**config.mk**
```make
export PLATFORM = sky130hd
export DESIGN_NAME = alu_op_sequencer
export DESIGN_NICKNAME = d
export VERILOG_FILES = /design/src/rtl/alu_op_sequencer_pkg.sv /design/src/rtl/alu_regfile.sv /design/src/rtl/alu_op_sequencer.sv
export SDC_FILE = /design/constraint.sdc
export NUM_CORES = 1
export LEC_CHECK = 0
export CORE_AREA = 4 4 71 73
export CTS_CLUSTER_DIAMETER = 150
export DETAILED_ROUTE_END_ITERATION = 16
export DIE_AREA = 0 0 75 77
export GPL_ROUTABILITY_DRIVEN = 0
export PLACE_DENSITY = 0.73
export RECOVER_POWER = 50
export SETUP_SLACK_MARGIN = 0.02
export SYNTH_ARGS = -nofsm -noshare
export SYNTH_HDL_FRONTEND = slang
export SYNTH_SLANG_ARGS = --single-unit
```
**constraint.sdc**
```tcl
create_clock -name clk -period 1.3 [get_ports clk]
set_clock_uncertainty 0.1 [all_clocks]
set_input_delay 0.26 -clock clk [delete_from_list [all_inputs] [get_ports clk]]
set_output_delay 0.26 -clock clk [all_outputs]
set_load 0.02 [all_outputs]
```
**src/rtl/alu_op_sequencer_pkg.sv**
```systemverilog
// Shared constants and types for the ALU issue sequencer and its register file.
package alu_op_sequencer_pkg;

    localparam int unsigned DEF_DATA_W = 4;
    localparam int unsigned DEF_NREGS  = 4;
    localparam int unsigned DEF_ADDR_W = 2;
    localparam int unsigned OP_W       = 3;

    localparam logic [OP_W-1:0] OP_AND  = 3'b000;
    localparam logic [OP_W-1:0] OP_OR   = 3'b001;
    localparam logic [OP_W-1:0] OP_ADD  = 3'b010;
    localparam logic [OP_W-1:0] OP_RSVD = 3'b011;
    localparam logic [OP_W-1:0] OP_ANDN = 3'b100;
    localparam logic [OP_W-1:0] OP_ORN  = 3'b101;
    localparam logic [OP_W-1:0] OP_SUB  = 3'b110;
    localparam logic [OP_W-1:0] OP_SLT  = 3'b111;

    typedef enum logic [1:0] {
        ST_IDLE = 2'd0,
        ST_EXEC = 2'd1,
        ST_WB   = 2'd2
    } state_e;

endpackage

```
**src/rtl/alu_regfile.sv**
```systemverilog
// Small register file: one synchronous write port, two operand read ports and
// a debug read port, all reads combinational; synchronous active-low clear.
module alu_regfile #(
    parameter int unsigned DATA_W = 4,
    parameter int unsigned NREGS  = 4,
    parameter int unsigned ADDR_W = 2
) (
    input  logic              clk,
    input  logic              rst_n,
    input  logic              we,
    input  logic [ADDR_W-1:0] waddr,
    input  logic [DATA_W-1:0] wdata,
    input  logic [ADDR_W-1:0] ra_addr,
    output logic [DATA_W-1:0] ra_data,
    input  logic [ADDR_W-1:0] rb_addr,
    output logic [DATA_W-1:0] rb_data,
    input  logic [ADDR_W-1:0] dbg_addr,
    output logic [DATA_W-1:0] dbg_data
);

    logic [DATA_W-1:0] regs [NREGS];

    always_ff @(posedge clk) begin
        if (!rst_n) begin
            for (int i = 0; i < int'(NREGS); i++) begin
                regs[i] <= '0;
            end
        end else if (we) begin
            regs[waddr] <= wdata;
        end
    end

    assign ra_data  = regs[ra_addr];
    assign rb_data  = regs[rb_addr];
    assign dbg_data = regs[dbg_addr];

endmodule

```
**src/rtl/alu_op_sequencer.sv**
```systemverilog
// Issue stage for the 4-bit ALU: accepts one instruction per handshake, drives
// A/B/F from registers, writes Y back to the register file and strobes the result.
module alu_op_sequencer
    import alu_op_sequencer_pkg::*;
#(
    parameter int unsigned DATA_W = DEF_DATA_W,
    parameter int unsigned NREGS  = DEF_NREGS,
    parameter int unsigned ADDR_W = DEF_ADDR_W
) (
    input  logic              clk,
    input  logic              rst_n,
    input  logic              instr_valid,
    output logic              instr_ready,
    input  logic [2:0]        instr_op,
    input  logic [ADDR_W-1:0] instr_rd,
    input  logic [ADDR_W-1:0] instr_rs,
    input  logic [ADDR_W-1:0] instr_rt,
    input  logic [DATA_W-1:0] instr_imm,
    input  logic              instr_use_imm,
    output logic [DATA_W-1:0] alu_a,
    output logic [DATA_W-1:0] alu_b,
    output logic [2:0]        alu_f,
    input  logic [DATA_W-1:0] alu_y,
    output logic              result_valid,
    output logic [DATA_W-1:0] result_data,
    output logic              result_zero,
    output logic              illegal_op,
    input  logic [ADDR_W-1:0] dbg_addr,
    output logic [DATA_W-1:0] dbg_data
);

    state_e            state;
    logic [ADDR_W-1:0] rd_q;
    logic [DATA_W-1:0] rs_data;
    logic [DATA_W-1:0] rt_data;
    logic              wb_we_c;

    // Writeback happens at the edge that ends EXEC, while the ALU inputs are stable.
    assign wb_we_c = (state == ST_EXEC);

    alu_regfile #(
        .DATA_W(DATA_W),
        .NREGS (NREGS),
        .ADDR_W(ADDR_W)
    ) u_regfile (
        .clk     (clk),
        .rst_n   (rst_n),
        .we      (wb_we_c),
        .waddr   (rd_q),
        .wdata   (alu_y),
        .ra_addr (instr_rs),
        .ra_data (rs_data),
        .rb_addr (instr_rt),
        .rb_data (rt_data),
        .dbg_addr(dbg_addr),
        .dbg_data(dbg_data)
    );

    always_ff @(posedge clk) begin
        if (!rst_n) begin
            state        <= ST_IDLE;
            alu_a        <= '0;
            alu_b        <= '0;
            alu_f        <= OP_AND;
            rd_q         <= '0;
            instr_ready  <= 1'b1;
            result_valid <= 1'b0;
            result_data  <= '0;
            result_zero  <= 1'b1;
            illegal_op   <= 1'b0;
        end else begin
            result_valid <= 1'b0;
            illegal_op   <= 1'b0;
            case (state)
                ST_IDLE: begin
                    if (instr_valid && instr_ready) begin
                        // Reserved opcode is flagged but never issued to the ALU.
                        if (instr_op == OP_RSVD) begin
                            illegal_op <= 1'b1;
                        end else begin
                            alu_a       <= rs_data;
                            alu_b       <= instr_use_imm ? instr_imm : rt_data;
                            alu_f       <= instr_op;
                            rd_q        <= instr_rd;
                            instr_ready <= 1'b0;
                            state       <= ST_EXEC;
                        end
                    end
                end
                ST_EXEC: begin
                    result_data  <= alu_y;
                    result_zero  <= (alu_y == '0);
                    result_valid <= 1'b1;
                    state        <= ST_WB;
                end
                ST_WB: begin
                    instr_ready <= 1'b1;
                    state       <= ST_IDLE;
                end
                default: begin
                    instr_ready <= 1'b1;
                    state       <= ST_IDLE;
                end
            endcase
        end
    end

endmodule
```
=== After elaboration in Yosys (flattened, before gate mapping) ===
Memory sizes are Yosys's and may differ from the RTL's. A register that Yosys moved wholly into a read port is not among the register bits.
Index checks and enable logic that the tools add are counted.

* Eq/ne operators: 4
* Multiplexer cells: 15
* Bitwise logic cells: 2
* Reductions and logical operators: 9

{| class="wikitable"
|+ Operators with widths
! kind !! count
|-
| AND reduction 3 bit || 3
|-
| two-way mux 1 bit || 8
|-
| two-way mux 4 bit || 2
|-
| two-way mux 2 bit || 3
|-
| zero test 4 bit || 1
|-
| inequality test 2 bit, second input constant || 2
|-
| one-hot mux 2 bit (2 select lines) || 1
|-
| OR reduction 4 bit || 1
|-
| equality test 3 x 2 -> 1 bit, second input constant || 1
|-
| equality test 2 x 1 -> 1 bit, second input constant || 1
|-
| zero test 2 bit || 1
|-
| inverter 1 bit || 2
|-
| one-hot mux 1 bit (2 select lines) || 1
|-
| AND reduction 2 bit || 1
|-
| logical AND 1 bit || 1
|-
| zero test 1 bit || 1
|}

* Bits in registers: 19
* Memory bits (writable): 16
* Bits of input ports: 23
* Output and inout port bits: 23
* Word-level logic and storage cells: 40
* Memories: 1

{| class="wikitable"
|+ Memory list
! name !! words !! bits a word !! read ports !! clocked after Yosys merged registers in !! wr ports !! RTL line !! RTL
|-
| u_regfile.regs || 4 || 4 || 3 || 1 || 4 || alu_regfile.sv:21 || <nowiki>logic [DATA_W-1:0] regs [NREGS];</nowiki>
|}

=== Logic depth before layout (Yosys ltp) ===
* Depth after elaboration: 6
* Gate-level depth with buffers: 4
* Gate-level depth less buffers: 3

=== By module ===
From an unflattened synthesis, not the netlist that was laid out.

* Cell total of the unflattened synthesis: 145
* Area total of the unflattened synthesis: 1899.3 sq um

{| class="wikitable"
|+ By module, submodules not included
! module !! times used !! cells each !! area an instance (sq um) !! seq. area each (sq um)
|-
| alu_regfile || 1 || 56 || 973.4 || 480.5
|-
| alu_op_sequencer || 1 || 89 || 925.9 || 460.4
|}

=== Worst setup path before layout ===
Ideal clock, no wire load.

* Path type: flip-flop to flip-flop
* Start: reg state[1]
* End: mem u_regfile.regs[3][0] (enable)
* Library setup time: 0.361 ns
* Arrival: 0.982 ns
* Data required time: 0.839 ns
* Setup slack: -0.143 ns
* Stages on the path, launching flop included: 4
* Buffers on the path: 1
* Period minus slack after synthesis: 1.443 ns
* Path through: dfxtp_1 > nand2b_1 > buf_2 > o21ai_0

{| class="wikitable"
|+ RTL lines
! what !! RTL line !! RTL
|-
| from (decl) || alu_op_sequencer.sv:32 || <nowiki>state_e state;</nowiki>
|-
| from (signal assigned) || alu_op_sequencer.sv:61 || <nowiki>state <= ST_IDLE;</nowiki>
|-
| from (signal assigned) || alu_op_sequencer.sv:86 || <nowiki>state <= ST_EXEC;</nowiki>
|-
| from (signal assigned) || alu_op_sequencer.sv:94 || <nowiki>state <= ST_WB;</nowiki>
|-
| to (decl) || alu_regfile.sv:21 ||
|}

==> impl_metrics.toml <==
[critical_path]
crit_path_max_fanout = 3
critPathKind = "reg -> out"
required_ns = 0.94
worstPathArrival_ns = 1.37
setup.worst_path.start_class = "flip-flop"
end_kind = "primary output"

[finish]
syn_to_final_growth_pct = 51.9
finalNonFillerCells = 295
final_cell_mix = "31 x buf_4, 20 x nand2_1, 19 x dfxtp_1, 16 x edfxtp_1, 14 x clkdlybuf4s50_1"
final_area_mm2 = 0.00286
layout_commonest_cell = "buf_4"
utilization_pct = 65.8
drive_gt1_share_pct = 45.3
nNetsFinal = 265
antenna_cells = 0

[routing]
wl_per_cell_um = 17.1
wl_met1_um = 1890
route.met3.wl_um = 267
top_layer = "met4"
via_count = 1597
drtAntennaViolNets = 0
first_pass_iters = 4
route.met2.wl_um = 2730
drt-initial-drc-count = 76
drt_wl_total_um = 5050
drcViolationCount = 0
viasPerCell = 5.41

[timing]
hold_viol_final = 0
max_freq_ghz = 0.580
slew_violations = 0
worst_slack_ns = -0.425
final.period_utilization_pct = 133
period_minus_slack_ns = 1.73
tightest_slew_ns = 0.280
slew-limit-headroom_pct = 80.8
setup_viol = 43
rsz0062_at_grt = "yes"

[placement]
placed_area_mm2 = 0.00260
place_ws_ns = -1.07
port_buffers = 45
place_inst = 278
dp.final_hpwl_um = 3750

[clock_tree]
clock_sinks = 39
clock-root-buffer = "clkbuf_8"
cts.htree.levels = 2
insertion_delay_ns = 0.29
cts_buffers = 5
cts_buffer_depth = 2
cts_tree = "done"
clk_pin_slew_ns = 0.08
holdBufCountCts = 0

[grt]
grt_pass1_vias = 1705
grtUsageTotal_pct = 18.3
gr-total-overflow = 0
grt_max_degree = 19
grt_pass1_wl_um = 8070
antenna_found_initial = 0

[synth]
ys_types = 35
yosys_warnings = 0
syn_avg_cell_area_um2 = 11.9
seq_area_frac_synth_pct = 49.9
synth_seq_cells = 39
syn_inst = 159
synth_area_mm2 = 0.00189
syn_nets = 182

[floorplanning]
start_util_pct = 43.3
placementRows = 24
die_h_um = 77
core_mm2 = 0.00435
dieArea_mm2 = 0.00578
pin_count = 46
die_x_um = 75

[hold_path]
worstHoldPathType = "in -> reg"

[power]
p_per_area_mw_per_mm2 = 1070
ir_worst_vdd_v = 0.000626
leakage_nw = 1.15

[outcome]
violations = "setup timing"
status = "finished, violations left"

[run]
cap_violations = 0
==> cells by family (layout without fill, tap and decap cells) <==
logic type | count (synthesis) | in the layout | share of synthesized area, %
AND/OR/NAND/NOR | 61 | 61 | 20.0
multiplexers | 16 | 16 | 14.4
AO/OA/AOI/OAI | 31 | 31 | 11.5
buffers and inverters | 12 | 96 | 4.18
flip-flops | 39 | 39 | 49.9
==> routing by layer <==
layer,global-route usage (%),vias up
li1,-,765
met1,20.3,764
met2,31.8,54
met3,4.97,14
met4,8.01,0
met5,0,-
==> worst paths after layout <==
kind / endpoint / cells after the start / startpoint / slack, ns
setup / recovery: dbg_data[0] / 2 / u_regfile.regs[0][0] / -0.43
setup reg to reg: alu_a[3] / 4 / u_regfile.regs[2][3] / -0.15
hold reg to reg: alu_a[3] / 2 / alu_a[3] / 0.36
hold / removal: result_zero / 2 / rst_n / 0.26
==> state kept, by name, indices dropped and copies added (netlist names) <==
name	cells
result_valid	1
illegal_op	1
alu_b	4
rd_q	2
instr_ready	1
alu_f	3
result_zero	1
u_regfile.regs	16
alu_a	4
result_data	4
state	2
==> metrics by stage <==
stage	power (mW)	hold slack, ns	TNS [ns]
global route	3.21	0.253	-6.31
global placement	2.02	0.347	-22.55
finish	3.07	0.261	-3.02
CTS	3.06	0.245	-2.08
detailed placement	2.04	0.352	-24.71
floorplan	1.73	0.296	-0.0987
==> synth_stat cells <==
cell	number	share of area [%]
inv_1	2	0.40
and3_1	5	1.7
o311ai_1	4	1.9
and2_1	12	4.0
nor3b_1	1	0.40
o221a_1	4	2.4
and3b_1	2	0.93
nor2_1	3	0.60
buf_2	2	0.53
mux2i_1	8	4.2
clkbuf_1	2	0.40
mux4_1	3	4.2
buf_4	2	0.80
nor4_4	1	1.1
nor2_8	1	1.1
nand3_1	4	1.1
nand4bb_1	1	0.60
and2b_2	1	0.46
clkbuf_2	1	0.27
nand3b_1	1	0.40
nor4_1	1	0.33
o21ai_0	8	2.1
nand2b_1	5	1.7
buf_6	3	1.8
o2bb2ai_1	4	1.9
nor3_4	1	0.86
nor3_1	1	0.27
edfxtp_1	16	25
nand2_1	20	4.0
o221a_2	1	0.60
mux4_2	5	6.0
and4bb_1	1	0.66
dfxtp_1	23	24
a21oi_1	8	2.1
o21ai_1	2	0.53
==> worst max-delay path: stages (launching register included) <==
cell and delay [ns]:
edfxtp_1 0.44, mux4_2 0.49, buf_6 0.15
==> power breakdown <==
| part | total [mW] | switching [mW] | internal (mW) |
|---|---|---|---|
| combinational | 0.671 | 0.331 | 0.340 |
| sequential | 1.40 | 0.0533 | 1.35 |
| clock | 1.00 | 0.428 | 0.573 |
==> final cells by class <==
class | instances | area, um^2
Fill cell | 325 | 1490
Tap cell | 52 | 65.1
Multi-Input combinational cell | 108 | 1030
Sequential cell | 39 | 951
Inverter | 2 | 7.51
Timing Repair Buffer | 86 | 703
Clock inverter | 2 | 37.5
Clock buffer | 6 | 72.6
==> timing repair <==
action,4_1_cts,5_1_grt
resized for setup,107,52
setup endpoints to repair,67,59
buffers inserted,6,7
gates cloned,0,0
pin swaps,5,16
Note: power is estimated with default switching activity, not from simulation.
